<file path="src/rtl/multicycle_ctrl.sv">
// -----------------------------------------------------------------------------
// multicycle_ctrl
//
// Control FSM for a multicycle MIPS datapath that has one unified memory with
// variable latency and one shared ALU. Each instruction is sequenced through
// fetch, decode, execute, memory and writeback steps. Per-state datapath
// strobes and mux selects are decoded from the current state and do not wait
// for a register stage. Where a strobe marks the completion of a memory
// access, it is additionally gated by mem_ready.
//
// Handshake: the memory finishes an access in the cycle where mem_ready=1.
// States that access memory (FETCH, MEMRD, MEMWR) hold until that cycle.
// Strobes that commit the access result (irwrite/pcwrite in FETCH, memwrite
// in MEMWR) are asserted only in that cycle, so each access commits once.
//
// Ports:
//   clk          system clock, rising edge
//   reset        asynchronous, active-high; forces FETCH and clears op_q
//   op           opcode from the instruction register, sampled only in DECODE
//   zero         ALU zero flag; the datapath uses it for branches, unused here
//   mem_ready    memory access completes this cycle
//   irwrite      load instruction register
//   pcwrite      unconditional PC write
//   branch       conditional PC write (datapath ANDs with zero)
//   memwrite     memory write strobe
//   iord         memory address select: 0=PC, 1=ALUOut
//   memtoreg     writeback source: 1=memory data register
//   regdst       destination register: 1=rd, 0=rt
//   regwrite     register file write
//   alusrca      ALU A select: 0=PC, 1=regA
//   alusrcb      ALU B select: 00=regB, 01=4, 10=signimm, 11=signimm<<2
//   pcsrc        PC source: 00=ALU result, 01=ALUOut, 10=jump target
//   aluop        00=add, 01=sub, 10=decode funct
//   byte_enable  byte-wide memory access (LB/SB)
//   halted       illegal opcode reached; FSM parked until reset
//   dbg_state    current state code
// -----------------------------------------------------------------------------
module multicycle_ctrl #(
    parameter int OPW = 6,
    parameter int STW = 4
) (
    input  logic           clk,
    input  logic           reset,
    input  logic [OPW-1:0] op,
    input  logic           zero,
    input  logic           mem_ready,
    output logic           irwrite,
    output logic           pcwrite,
    output logic           branch,
    output logic           memwrite,
    output logic           iord,
    output logic           memtoreg,
    output logic           regdst,
    output logic           regwrite,
    output logic           alusrca,
    output logic [1:0]     alusrcb,
    output logic [1:0]     pcsrc,
    output logic [1:0]     aluop,
    output logic           byte_enable,
    output logic           halted,
    output logic [STW-1:0] dbg_state
);

    // Opcode encodings
    localparam logic [OPW-1:0] OP_RTYPE = OPW'(6'b000000);
    localparam logic [OPW-1:0] OP_LW    = OPW'(6'b100011);
    localparam logic [OPW-1:0] OP_SW    = OPW'(6'b101011);
    localparam logic [OPW-1:0] OP_LB    = OPW'(6'b100000);
    localparam logic [OPW-1:0] OP_SB    = OPW'(6'b101000);
    localparam logic [OPW-1:0] OP_BEQ   = OPW'(6'b000100);
    localparam logic [OPW-1:0] OP_ADDI  = OPW'(6'b001000);
    localparam logic [OPW-1:0] OP_J     = OPW'(6'b000010);

    typedef enum logic [STW-1:0] {
        ST_FETCH   = STW'(0),
        ST_DECODE  = STW'(1),
        ST_MEMADR  = STW'(2),
        ST_MEMRD   = STW'(3),
        ST_MEMWB   = STW'(4),
        ST_MEMWR   = STW'(5),
        ST_RTYPEEX = STW'(6),
        ST_RTYPEWB = STW'(7),
        ST_BEQEX   = STW'(8),
        ST_ADDIEX  = STW'(9),
        ST_ADDIWB  = STW'(10),
        ST_JEX     = STW'(11),
        ST_HALT    = STW'(12)
    } state_t;

    state_t         state;
    logic [OPW-1:0] op_q;

    // The zero flag is consumed by the datapath's branch logic; the
    // controller only carries it for observability.
    logic unused_zero;
    assign unused_zero = zero;

    function automatic logic is_mem_op(input logic [OPW-1:0] o);
        return (o == OP_LW) || (o == OP_SW) || (o == OP_LB) || (o == OP_SB);
    endfunction

    function automatic logic is_load(input logic [OPW-1:0] o);
        return (o == OP_LW) || (o == OP_LB);
    endfunction

    // -------------------------------------------------------------------------
    // State sequencing. op is looked at only in DECODE; every later decision
    // uses the captured op_q so the IR can change freely afterwards.
    // -------------------------------------------------------------------------
    always_ff @(posedge clk or posedge reset) begin
        if (reset) begin
            state <= ST_FETCH;
            op_q  <= '0;
        end else begin
            case (state)
                ST_FETCH: begin
                    if (mem_ready) state <= ST_DECODE;
                end
                ST_DECODE: begin
                    op_q <= op;
                    if (is_mem_op(op))     state <= ST_MEMADR;
                    else if (op == OP_RTYPE) state <= ST_RTYPEEX;
                    else if (op == OP_BEQ)   state <= ST_BEQEX;
                    else if (op == OP_ADDI)  state <= ST_ADDIEX;
                    else if (op == OP_J)     state <= ST_JEX;
                    else                     state <= ST_HALT;
                end
                // Only loads and stores reach MEMADR.
                ST_MEMADR: state <= is_load(op_q) ? ST_MEMRD : ST_MEMWR;
                ST_MEMRD: begin
                    if (mem_ready) state <= ST_MEMWB;
                end
                ST_MEMWB:   state <= ST_FETCH;
                ST_MEMWR: begin
                    if (mem_ready) state <= ST_FETCH;
                end
                ST_RTYPEEX: state <= ST_RTYPEWB;
                ST_RTYPEWB: state <= ST_FETCH;
                ST_BEQEX:   state <= ST_FETCH;
                ST_ADDIEX:  state <= ST_ADDIWB;
                ST_ADDIWB:  state <= ST_FETCH;
                ST_JEX:     state <= ST_FETCH;
                ST_HALT:    state <= ST_HALT;
                // Codes 13-15 are never entered normally; recover cleanly.
                default:    state <= ST_FETCH;
            endcase
        end
    end

    // -------------------------------------------------------------------------
    // Output decode. Everything defaults to 0 so unreachable codes and HALT
    // drive no strobes.
    // -------------------------------------------------------------------------
    always_comb begin
        irwrite     = 1'b0;
        pcwrite     = 1'b0;
        branch      = 1'b0;
        memwrite    = 1'b0;
        iord        = 1'b0;
        memtoreg    = 1'b0;
        regdst      = 1'b0;
        regwrite    = 1'b0;
        alusrca     = 1'b0;
        alusrcb     = 2'b00;
        pcsrc       = 2'b00;
        aluop       = 2'b00;
        byte_enable = 1'b0;
        halted      = 1'b0;

        case (state)
            ST_FETCH: begin
                // PC+4 is computed every cycle but only committed, together
                // with the IR load, when the fetch actually completes.
                alusrcb = 2'b01;
                irwrite = mem_ready;
                pcwrite = mem_ready;
            end
            ST_DECODE: begin
                // Speculative branch target: PC + (signimm << 2).
                alusrcb = 2'b11;
            end
            ST_MEMADR: begin
                alusrca = 1'b1;
                alusrcb = 2'b10;
            end
            ST_MEMRD: begin
                iord        = 1'b1;
                byte_enable = (op_q == OP_LB);
            end
            ST_MEMWB: begin
                memtoreg    = 1'b1;
                regwrite    = 1'b1;
                byte_enable = (op_q == OP_LB);
            end
            ST_MEMWR: begin
                // One write pulse, in the cycle the memory accepts it.
                iord        = 1'b1;
                memwrite    = mem_ready;
                byte_enable = (op_q == OP_SB);
            end
            ST_RTYPEEX: begin
                alusrca = 1'b1;
                aluop   = 2'b10;
            end
            ST_RTYPEWB: begin
                regdst   = 1'b1;
                regwrite = 1'b1;
            end
            ST_BEQEX: begin
                alusrca = 1'b1;
                aluop   = 2'b01;
                pcsrc   = 2'b01;
                branch  = 1'b1;
            end
            ST_ADDIEX: begin
                alusrca = 1'b1;
                alusrcb = 2'b10;
            end
            ST_ADDIWB: begin
                regwrite = 1'b1;
            end
            ST_JEX: begin
                pcsrc   = 2'b10;
                pcwrite = 1'b1;
            end
            ST_HALT: begin
                halted = 1'b1;
            end
            default: begin
            end
        endcase
    end

    assign dbg_state = state;

endmodule

</file>
<file path="config.mk">
export PLATFORM = sky130hd
export DESIGN_NAME = multicycle_ctrl
export DESIGN_NICKNAME = d
export VERILOG_FILES = /design/src/rtl/multicycle_ctrl.sv
export SDC_FILE = /design/constraint.sdc
export NUM_CORES = 1
export LEC_CHECK = 0
export CORE_MARGIN = 2
export CORE_UTILIZATION = 35
export DETAILED_ROUTE_END_ITERATION = 12
export PLACE_DENSITY = 0.77
export RECOVER_POWER = 50
export SYNTH_ARGS = -nofsm -noshare
export SYNTH_HDL_FRONTEND = slang
export SYNTH_SLANG_ARGS = --single-unit
</file>
<file path="constraint.sdc">
create_clock -name clk -period 1.6 [get_ports clk]
set_clock_uncertainty 0.1 [all_clocks]
set_input_delay 0.32 -clock clk [delete_from_list [all_inputs] [get_ports clk]]
set_output_delay 0.32 -clock clk [all_outputs]
set_load 0.02 [all_outputs]
</file>
==> summary.txt <==
Setup path
  – RR Startpoint: dbg_state[3]
  – Crit end category: primary output
  – Crit path max fanout: 6
  – Setup CP Type: flip-flop to primary output
  – Arrival @ worst endpoint: 1.43 ns
  – Worst setup SP type: flip-flop
  – Critical Path RT: 1.18 ns
  – Crit. Startpoint: dbg_state[0]

Power and ir drop
  – Max IR drop VDD: 1460 uV
  – Total power: 3.18 mW
  – Power Dens Cells: 1960 nW/um^2
  – Cell leakage power: 0.702 nW

Global route
  – Initial antenna violation count: 0
  – First-pass GRT wire length: 4420 um
  – GRT Util Overall: 21.5%
  – Largest net degree at the start of global routing: 12
  – Vias in the first global route: 983
  – Grt ovf: 0

Routing
  – Router iterations before antenna repair: 4
  – Drt via density: 5.48
  – Drt total wl: 3000 um
  – Starting DRC count in detailed routing: 37
  – DR DRC count: 0
  – Antenna-violating nets left: 0
  – WL/cell: 15.9 um
  – Vias after detailed routing: 1030

Synth
  – Count leader, synth: dfrtp_1
  – Syn Area/Cell: 8.36 um^2
  – Synth area leaders: dfrtp_1 (30%), mux2_2 (8.1%), nor3_1 (4.2%), o21ai_0 (4.2%), xnor2_1 (4.2%)
  – Register area share after synthesis: 29.9%
  – Number of flops mapped to enable cells by yosys: 0
  – Ys async rst share: 100%
  – Synth Warn #: 0
  – Dominant synthesized flop cell: dfrtp_1
  – Post-synth top cells: dfrtp_1 (10), nor2_1 (7), nor3_1 (7), o21ai_0 (7)
  – Synth top area share: 29.9%
  – Mapped Nets: 110
  – Post-synth cell types: 39
  – Flops & latches, synth: 10
  – Syn Inst Count: 100
  – Largest area contributor in the netlist: dfrtp_1
  – Mapped Area: 836 um^2

STA
  – Tcrit/Tclk final: 116%
  – Slew Viols, Final: 0
  – Final Hold Fails: 0
  – Fmax: 540 MHz
  – RSZ-0062 raised after global routing: yes
  – Final setup violation count: 23
  – Tightest Pin Transition: 0.403 ns
  – Setup WS post-layout: -0.252 ns
  – Relative slew slack: 73.1%
  – Tmin final: 1.85 ns

Floorplanning
  – Core area: 2230 um^2
  – Die footprint: 2790 um^2
  – Io pins: 31
  – Starting Density: 37.4%
  – Die W: 52.9 um
  – Row count: 17
  – Die Ht: 52.9 um

Placed design
  – Dpl ws: -0.656 ns
  – Gp weighted congestion: 0.802
  – Placed Cells: 180
  – DP HPWL: 2050 um
  – Port buffer count: 29

Final layout
  – Share of cells above drive strength 1: 63.1%
  – Final-stage net count: 171
  – Area delta synth->final: 94.0%
  – Fill count: 164
  – Post-Layout Cell Count: 188
  – Inserted Diodes: 0

Clock network
  – Clock insertion delay at the later pin of the skew report: 0.27 ns
  – Clk pin slew, worst setup/hold paths: 0.07 ns
  – Hold-fix buffers, CTS: 0
  – Clock Sinks: 10
  – CTS tree: done
  – TritonCTS buffer count: 3
  – H-tree Lvls: 1
  – CTS Buffer Depth: 2
  – Clk root buf: clkbuf_4

Hold path
  – Hold crit path type: input port to async pin

Status
  – Violated checks: negative setup slack
  – Run status: finished with violations

Job
  – Max_cap viols: 0
critical path, cell delays in order, from the launching register on:
cell	delay, ns
dfrtp_2	0.43
nor2_2	0.06
buf_4	0.14
and3_4	0.18
or2_4	0.22
buf_6	0.13
cell usage in the layout, fill, tap and decap left out, types with 3 or more instances in the layout:
master           instances
mux2_4                   4
dfrtp_2                  4
buf_6                   17
nor2_1                   4
clkbuf_4                 3
nor3_2                   5
nand2_1                  4
xnor2_1                  4
clkdlybuf4s15_1          4
clkdlybuf4s50_1          3
buf_4                   34
nor2b_1                  3
dfrtp_1                  6
o21ai_0                  5
a21oi_1                  5
cells by family after synthesis:
family	after synthesis	share of synthesized area (%)
AOI/OAI and AO/OA	29	23.7
DFF	10	29.9
and+or+nand+nor	39	27.1
buffers and inverters	12	7.04
muxes	6	8.08
xor gates and xnor gates	4	4.19
path summary, 6_finish.rpt:
check | endpoint | slack, ns | cells past startpoint
worst max-delay path | pcwrite | -0.25 | 5
worst min-delay path | op_q[2] | 0.37 | 2
worst max register to register | op_q[0] | -0.11 | 5
worst min register to register | op_q[1] | 0.52 | 2
max in group asynchronous | dbg_state[0] | 0.72 | 2
min in group clk | op_q[0] | 0.37 | 3
per-stage QoR:
step / utilization (%) / cell area (um^2) / TNS (ns) / hold WS [ns]
after global routing: 72.6 / 1620 / -4.84 / 0.385
after global placement: 65.4 / 1460 / -7.72 / 0.490
after CTS: 70.3 / 1570 / -3.22 / 0.240
after detailed placement: 65.4 / 1460 / -8.08 / 0.502
after floorplan: - / 971 / -0.512 / 0.0599
final: 72.6 / 1620 / -3.58 / 0.365
per-layer routing:
layer | vias up | part of all wire, % | global-route usage, %
met4 | 0 | 1.5 | 8.12
met5 | - | 0 | 0
met3 | 6 | 3.9 | 2.26
met1 | 505 | 42 | 27.6
li1 | 481 | - | -
met2 | 38 | 53 | 36.7
what timing repair did:
item / 4_1_cts / 5_1_grt
endpoints found under the setup margin: 30 / 28
buffers inserted: 2 / 2
pin swaps: 7 / 9
gates resized for setup: 112 / 22
where the power goes:
part | switching [mW] | internal, mW | total, mW
Combinational | 1.16 | 1.27 | 2.43
Sequential | 0.127 | 0.389 | 0.516
Clock | 0.0930 | 0.138 | 0.231
Total | 1.38 | 1.80 | 3.18
flip-flops by register name, summed over array words and instances (netlist names):
signal,cells
op_q,6
dbg_state,4
layout make-up:
| class | instances | area (um^2) | share of cell area (%) |
|---|---|---|---|
| clock buffers | 4 | 36.3 | 2.24 |
| inverters | 2 | 7.51 | 0.463 |
| flip-flops and latches | 10 | 255 | 15.7 |
| multi-input cells | 78 | 687 | 42.4 |
| well taps | 28 | 35.0 | 2.16 |
| repair buffers | 66 | 601 | 37.0 |
Power figures use the tool's default switching activity.
